$ cat config.mk
export PLATFORM = sky130hd
export DESIGN_NAME = mul_issue_ctrl
export DESIGN_NICKNAME = d
export VERILOG_FILES = /design/src/rtl/mul_issue_ctrl.sv
export SDC_FILE = /design/constraint.sdc
export NUM_CORES = 1
export LEC_CHECK = 0
export ABC_CLOCK_PERIOD_IN_PS = 5300
export CAP_MARGIN = 25
export CORE_MARGIN = 4
export CORE_UTILIZATION = 40
export DETAILED_ROUTE_END_ITERATION = 6
export GPL_TIMING_DRIVEN = 0
export PLACE_DENSITY = 0.92
export SLEW_MARGIN = 5
export SYNTH_ARGS = -nofsm -noshare
export SYNTH_HDL_FRONTEND = slang
export SYNTH_SLANG_ARGS = --single-unit
$ cat constraint.sdc
create_clock -name clk -period 5.3 [get_ports clk]
set_clock_uncertainty 0.15 [all_clocks]
set_input_delay 0.53 -clock clk [delete_from_list [all_inputs] [get_ports clk]]
set_output_delay 0.53 -clock clk [all_outputs]
set_load 0.03 [all_outputs]
$ cat src/rtl/mul_issue_ctrl.sv
// EX-stage control around a 2-stage multiplier: operand extension, result word selection,
// and a 2-entry result FIFO with credit-based acceptance toward MEM.
module mul_issue_ctrl #(
    parameter int unsigned TAG_W = 5
) (
    input  logic             clk,
    input  logic             reset,
    input  logic             flush,
    input  logic             in_valid,
    output logic             in_ready,
    input  logic [2:0]       in_op,
    input  logic [31:0]      in_src1,
    input  logic [31:0]      in_src2,
    input  logic [TAG_W-1:0] in_tag,
    output logic [33:0]      mul_x,
    output logic [33:0]      mul_y,
    input  logic [67:0]      mul_z,
    output logic             out_valid,
    input  logic             out_ready,
    output logic [31:0]      out_result,
    output logic [TAG_W-1:0] out_tag
);

    logic             op_signed;
    logic             fire;
    logic             push;
    logic             pop;
    logic [31:0]      p1_res;
    logic             unused_bits;

    logic             p1_valid_q;
    logic             p1_hi_q;
    logic [TAG_W-1:0] p1_tag_q;
    logic [1:0]       count_q;
    logic             wr_ptr_q;
    logic             rd_ptr_q;
    logic [31:0]      fifo_res_q [2];
    logic [TAG_W-1:0] fifo_tag_q [2];

    always_comb begin
        op_signed = ~in_op[2];
        mul_x     = {{2{op_signed & in_src1[31]}}, in_src1};
        mul_y     = {{2{op_signed & in_src2[31]}}, in_src2};
    end

    assign out_valid  = (count_q != 2'd0);
    assign pop        = out_valid & out_ready;
    // Credit counts the op in P1 so it always has a FIFO slot when it lands.
    assign in_ready   = (({1'b0, p1_valid_q} + count_q - {1'b0, pop}) < 2'd2);
    assign fire       = in_valid & in_ready & ~flush;
    assign push       = p1_valid_q;
    assign p1_res     = p1_hi_q ? mul_z[63:32] : mul_z[31:0];
    assign out_result = fifo_res_q[rd_ptr_q];
    assign out_tag    = fifo_tag_q[rd_ptr_q];

    assign unused_bits = ^{mul_z[67:64], in_op[0]};

    always_ff @(posedge clk) begin
        if (reset) begin
            p1_valid_q <= 1'b0;
            p1_hi_q    <= 1'b0;
            p1_tag_q   <= '0;
            count_q    <= 2'd0;
            wr_ptr_q   <= 1'b0;
            rd_ptr_q   <= 1'b0;
            for (int i = 0; i < 2; i++) begin
                fifo_res_q[i] <= '0;
                fifo_tag_q[i] <= '0;
            end
        end else if (flush) begin
            p1_valid_q <= 1'b0;
            count_q    <= 2'd0;
            wr_ptr_q   <= 1'b0;
            rd_ptr_q   <= 1'b0;
        end else begin
            p1_valid_q <= fire;
            if (fire) begin
                p1_hi_q  <= in_op[1] | in_op[2];
                p1_tag_q <= in_tag;
            end
            if (push) begin
                fifo_res_q[wr_ptr_q] <= p1_res;
                fifo_tag_q[wr_ptr_q] <= p1_tag_q;
                wr_ptr_q             <= ~wr_ptr_q;
            end
            if (pop) begin
                rd_ptr_q <= ~rd_ptr_q;
            end
            count_q <= count_q + {1'b0, push} - {1'b0, pop};
        end
    end

endmodule

==> impl_metrics.ini, run 1 <==
[sta]
layout_min_cycle_time_ns = 3.21
finalSetupViolCount = 0
period_share = 0.606
relSlewSlack = 0.630
finalSetupTns_ns = 0
rsz0062_at_grt = false
hold_viol_final = 0
tightestPinTransition_ns = 0.555
setup_ws_ns = 2.09
fmax_ghz = 0.311
slew_viol_final = 0

[setup_path]
cp.arrival_ns = 2.53
critPathTopFamily = buffers and inverters
crit_type = input port to output pin
slowest_stage = clkdlybuf4s50_1
critPathLaunchType = input port
cp_data_required_time_ns = 4.62
crit_chain = clkdlybuf4s50_1, o21a_1, ha_1, inv_1, ha_1, xnor3_2, clkdlybuf4s50_1
cpPeakStageDelay_ns = 0.70
critPathMaxFanout = 4
crit_path_end_kind = output pin
path_buf_inv = 3

[final_layout]
drive_gt1_frac = 0.251
syn_to_final_growth_pct = 51.7
fill_cells = 817
layout.cells.non_filler = 702
regArea_um2 = 2460
n_antenna_cell = 0
multi_input_area_um2 = 1320
final_nets = 704

[clock_tree]
cts_tree = yes
post_cts_buffers = 0
path_clk_slew_ns = 0.08
cts_max_path_buffers = 2
cts_root_buf = clkbuf_8
clock_latency_ns = 0.35
cts-resized-gates = 0
cts_hold_buf = 0
cts_num_sinks = 86
numCtsBuffers = 9
h-tree-depth = 3

[floorplan]
num_rows = 38
die_area_um2 = 12700
core_um2 = 10800
die_x_um = 113
start_util = 0.407
dieHeight_um = 113
io_pins = 252

[global_route]
antenna_found_initial = 0
grt_overflow = 0
grt_pass1_wl_um = 17700
grt_pass1_vias = 3569
grt_max_degree = 29
track_usage = 0.178

[place]
portBuffers = 183
pre_cts_slack_ns = 2.08
place_congestion = 0.779
dp.cells = 686
hpwl_um = 9190

[synth]
synth.distinct_cells = 24
ys_seq_area_frac = 0.560
synth.avg_cell_area_um2 = 12.2
synth_top_area_cell = edfxtp_1
synthCells = 361
synth-seq-cells = 86
synth_area_um2 = 4400
yosys_most_used_dff = edfxtp_1
synth_edf_count = 74
ys_warn_count = 0
yosysTopAreaCellShare = 0.505
synth-async-reset-ratio = 0
syn_nets = 508
synthTopCellsByArea = edfxtp_1 51%, buf_4 11%, mux2_2 9.5%

[outcome]
status = finished, final reports clean

[power_and_ir_drop]
ir_drop_v = 0.000144
leakage_nw = 2.57
p_per_area_nw_per_um2 = 245

[route]
drt_iter0_drc = 121
drtPass1Iterations = 4
drc_errors = 0
via_per_inst = 4.66
wl_per_cell_um = 16.3
wl_um = 11400
vias = 3270
antenna_left = 0

[worst_hold_path]
hp-class = register to register

[flow_run]
timing.max_cap.violations = 0
where the power goes:
group	switching, W	total (W)	internal, W
clock network	0.000233	0.000501	0.000268
logic	0.000176	0.000366	0.000189
registers	0.00000779	0.000767	0.000759
total	0.000417	0.00163	0.00122
layer usage:
layer / part of all wire / GRT usage / routed length, um
met1: 0.33 / 0.185 / 3800
met2: 0.56 / 0.338 / 6370
met3: 0.095 / 0.0599 / 1090
met4: 0.016 / 0.0489 / 178
met5: 0 / 0 / 0
layout make-up:
class                           count  share of cell area
Sequential cell                    86               0.369
Timing Repair Buffer              185               0.281
Multi-Input combinational cell    182               0.198
Buffer                             85              0.0885
Tap cell                          140              0.0263
Clock buffer                        9              0.0186
Clock inverter                      7              0.0144
Inverter                            8             0.00450
sequential cells by signal, summed over array words and instances, names as in the netlist, named ones only:
| name | count |
|---|---|
| fifo_res_q | 64 |
| p1_valid_q | 1 |
| p1_tag_q | 5 |
| p1_hi_q | 1 |
| wr_ptr_q | 1 |
| fifo_tag_q | 10 |
| rd_ptr_q | 1 |
| count_q | 2 |
logic make-up (layout without fill, tap and decap cells):
| family | after synthesis | after routing | synth area share |
|---|---|---|---|
| xor gates and xnor gates | 3 | 3 | 0.00939 |
| and+or+nand+nor | 100 | 100 | 0.0990 |
| muxes | 74 | 74 | 0.179 |
| buffers and inverters | 93 | 294 | 0.141 |
| AOI/OAI and AO/OA | 3 | 3 | 0.00598 |
| DFF | 86 | 86 | 0.560 |
| adders and majority gates | 2 | 2 | 0.00569 |
worst min-delay path: cells and delay by family (launching register included):
| family | cells | cell delay [ns] |
|---|---|---|
| muxes | 1 | 0.06 |
| DFF | 1 | 0.32 |
| and+or+nand+nor | 1 | 0.07 |
cell usage in the layout, fill, tap and decap left out, drive strengths merged:
cell / n
buf: 82
ha: 2
or2: 1
dfxtp: 12
and3: 1
inv: 10
nand2b: 12
nor3: 4
nand3: 1
mux2: 37
nor2: 76
a31oi: 1
clkdlybuf4s50: 183
nand3b: 1
mux2i: 37
bufinv: 2
edfxtp: 74
a211oi: 1
and2: 1
clkinv: 3
xnor2: 2
xnor3: 1
o21a: 1
nor2b: 3
clkbuf: 14
path summary, 6_finish.rpt:
path,start,to,slack [ns],cells after the start
setup / recovery,out_ready,in_ready,2.09,7
hold / removal,p1_tag_q[2]$_SDFFE_PP0P_,p1_tag_q[2]$_SDFFE_PP0P_,0.33,2
setup reg to reg,count_q[0]$_SDFF_PP0_,p1_hi_q$_SDFFE_PP0P_,3.16,8
hold reg to reg,p1_tag_q[2]$_SDFFE_PP0P_,p1_tag_q[2]$_SDFFE_PP0P_,0.33,2
per-stage QoR:
stage	cell area, um^2	hold slack [ns]	util	power [W]
CTS	6670	0.336	0.618	0.00164
detailed placement	6450	0.322	0.598	0.00115
global placement	6400	0.309	0.593	0.00114
global route	6670	0.363	0.618	0.00170
floorplan	4400	0.299	-	0.000983
finish	6670	0.329	0.618	0.00163
cells in the mapped netlist, drive strengths merged, types with 2 or more instances:
library cell   n
buf           80
clkbuf         5
dfxtp         12
edfxtp        74
ha             2
inv            8
mux2          37
mux2i         37
nand2b        12
nor2          76
nor2b          3
nor3           4
xnor2          2
(Power assumes the default switching activity.)
==> run 2: changes to the inputs <==
- ABC_CLOCK_PERIOD_IN_PS: 5300 -> 3300
- CORE_UTILIZATION: 40 -> 39
- PLACE_DENSITY: 0.92 -> 0.9
- clock period: 5.3 -> 3.3 ns (I/O delays scaled with it)
==> run 2 against run 1 <==
  * Utilization is 0.53 points higher
  * Total power rose by 79%
  * Wire length up 0.38%
  * Setup slack worse by 1.6 ns
  * Final cell count did not move
  * Largest cell class unchanged
==> impl_metrics.ini, run 2 (synthesized netlist as in run 1, its figures left out) <==
[place]
hpwl_um = 9290
dp.cells = 686
place_congestion = 0.782
portBuffers = 183

[flow_run]
timing.max_cap.violations = 0

[setup_path]
crit_type = input port to output pin
slowest_stage = clkdlybuf4s50_1
cp_data_required_time_ns = 2.82
critPathMaxFanout = 4
crit_path_end_kind = output pin
crit_chain = clkdlybuf4s50_1, o21a_1, ha_1, inv_1, ha_1, xnor3_2, clkdlybuf4s50_1
cp.arrival_ns = 2.30
cpPeakStageDelay_ns = 0.69
critPathLaunchType = input port
critPathTopFamily = buffers and inverters
path_buf_inv = 3

[clock_tree]
clock_latency_ns = 0.33
cts_root_buf = clkbuf_16
cts_hold_buf = 0
cts-resized-gates = 0
path_clk_slew_ns = 0.06
h-tree-depth = 3
cts_max_path_buffers = 2
post_cts_buffers = 0
numCtsBuffers = 9
cts_tree = yes
cts_num_sinks = 86

[route]
wl_per_cell_um = 16.4
via_per_inst = 4.55
wl_um = 11500
vias = 3197
drt_iter0_drc = 174
antenna_left = 0
drc_errors = 0
drtPass1Iterations = 4

[final_layout]
fill_cells = 835
largest_register = fifo_res_q
syn_to_final_growth_pct = 55.0
reg_top3 = fifo_res_q (64), fifo_tag_q (10), p1_tag_q (5)
final_nets = 704
largest_reg_flops = 64
final_common_cell = clkdlybuf4s50_1
regArea_um2 = 2460
multi_input_area_um2 = 1320
n_antenna_cell = 0
drive_gt1_frac = 0.251
final_cell_mix = 183 x clkdlybuf4s50_1, 76 x nor2_1, 74 x edfxtp_1
layout.cells.non_filler = 702

[power_and_ir_drop]
power.total_w = 0.00293
leakage_nw = 2.63
ir_drop_v = 0.000220
p_per_area_nw_per_um2 = 430

[floorplan]
start_util = 0.402
dieHeight_um = 114
core_um2 = 10900
die_area_um2 = 13000
io_pins = 252
die_x_um = 114
num_rows = 38

[worst_hold_path]
hp-class = register to register

[global_route]
grt_pass1_vias = 3444
antenna_found_initial = 0
grt_overflow = 0
grt_pass1_wl_um = 17400
grt_max_degree = 24
track_usage = 0.176

[sta]
rsz0062_at_grt = false
fmax_ghz = 0.359
period_share = 0.844
slew_viol_final = 0
relSlewSlack = 0.619
tightestPinTransition_ns = 0.572
layout_min_cycle_time_ns = 2.78
finalSetupTns_ns = 0
hold_viol_final = 0
finalSetupViolCount = 0

[outcome]
status = finished, final reports clean
==> run 2: cell types whose count changed in the layout (fill, tap and decap cells not counted), sizes merged <==
cell,delta
clkinvlp,+1
bufinv,-2
clkbuf,+5
inv,-2
clkinv,-2
==> run 2: worst paths after layout <==
kind                                  from                  endpoint  slack [ns]  depth (start not counted)
hold reg to reg   p1_tag_q[4]$_SDFFE_PP0P_  p1_tag_q[4]$_SDFFE_PP0P_        0.33                          2
setup / recovery                 out_ready                  in_ready        0.52                          7
setup reg to reg     count_q[0]$_SDFF_PP0_      p1_hi_q$_SDFFE_PP0P_        1.22                          8
hold / removal    p1_tag_q[4]$_SDFFE_PP0P_  p1_tag_q[4]$_SDFFE_PP0P_        0.33                          2
==> run 2: report_power, final <==
group / leakage (nW) / internal, W / switching, W
logic: 1.60 / 0.000306 / 0.000286
registers: 0.860 / 0.00122 / 0.0000120
clock network: 0.171 / 0.000713 / 0.000391
==> run 2: metal layers <==
layer  routed length [um]  GRT usage  vias to the layer above
met5                    0          0                        -
met3                  879     0.0428                       19
met4                  246     0.0657                        0
li1                     -          -                     1555
met2                 6350      0.327                      149
met1                 4000      0.192                     1474
==> run 2: final cells by class <==
class | instances | area share
Tap cell | 140 | 0.0257
Timing Repair Buffer | 185 | 0.277
Inverter | 8 | 0.00441
Clock buffer | 14 | 0.0497
Buffer | 85 | 0.0866
Sequential cell | 86 | 0.361
Multi-Input combinational cell | 182 | 0.194
Clock inverter | 2 | 0.00184
==> run 2: stage by stage <==
| stage | hold slack [ns] | setup slack (ns) | area (um^2) | util |
|---|---|---|---|---|
| after global routing | 0.369 | 0.410 | 6820 | 0.623 |
| after detailed placement | 0.316 | 0.501 | 6460 | 0.591 |
| after global placement | 0.314 | 0.0313 | 6400 | 0.586 |
| after CTS | 0.332 | 0.491 | 6820 | 0.623 |
| after floorplan | 0.257 | 0.970 | 4400 | - |
| final | 0.333 | 0.515 | 6820 | 0.623 |
==> run 2: worst reg2reg max path, stage by stage (launching register included) <==
cell and delay, ns:
dfxtp_1 0.32, o21a_1 0.21, ha_1 0.29, inv_1 0.05
ha_1 0.14, xnor3_2 0.29, and3_4 0.20, buf_6 0.13
a211oi_2 0.21
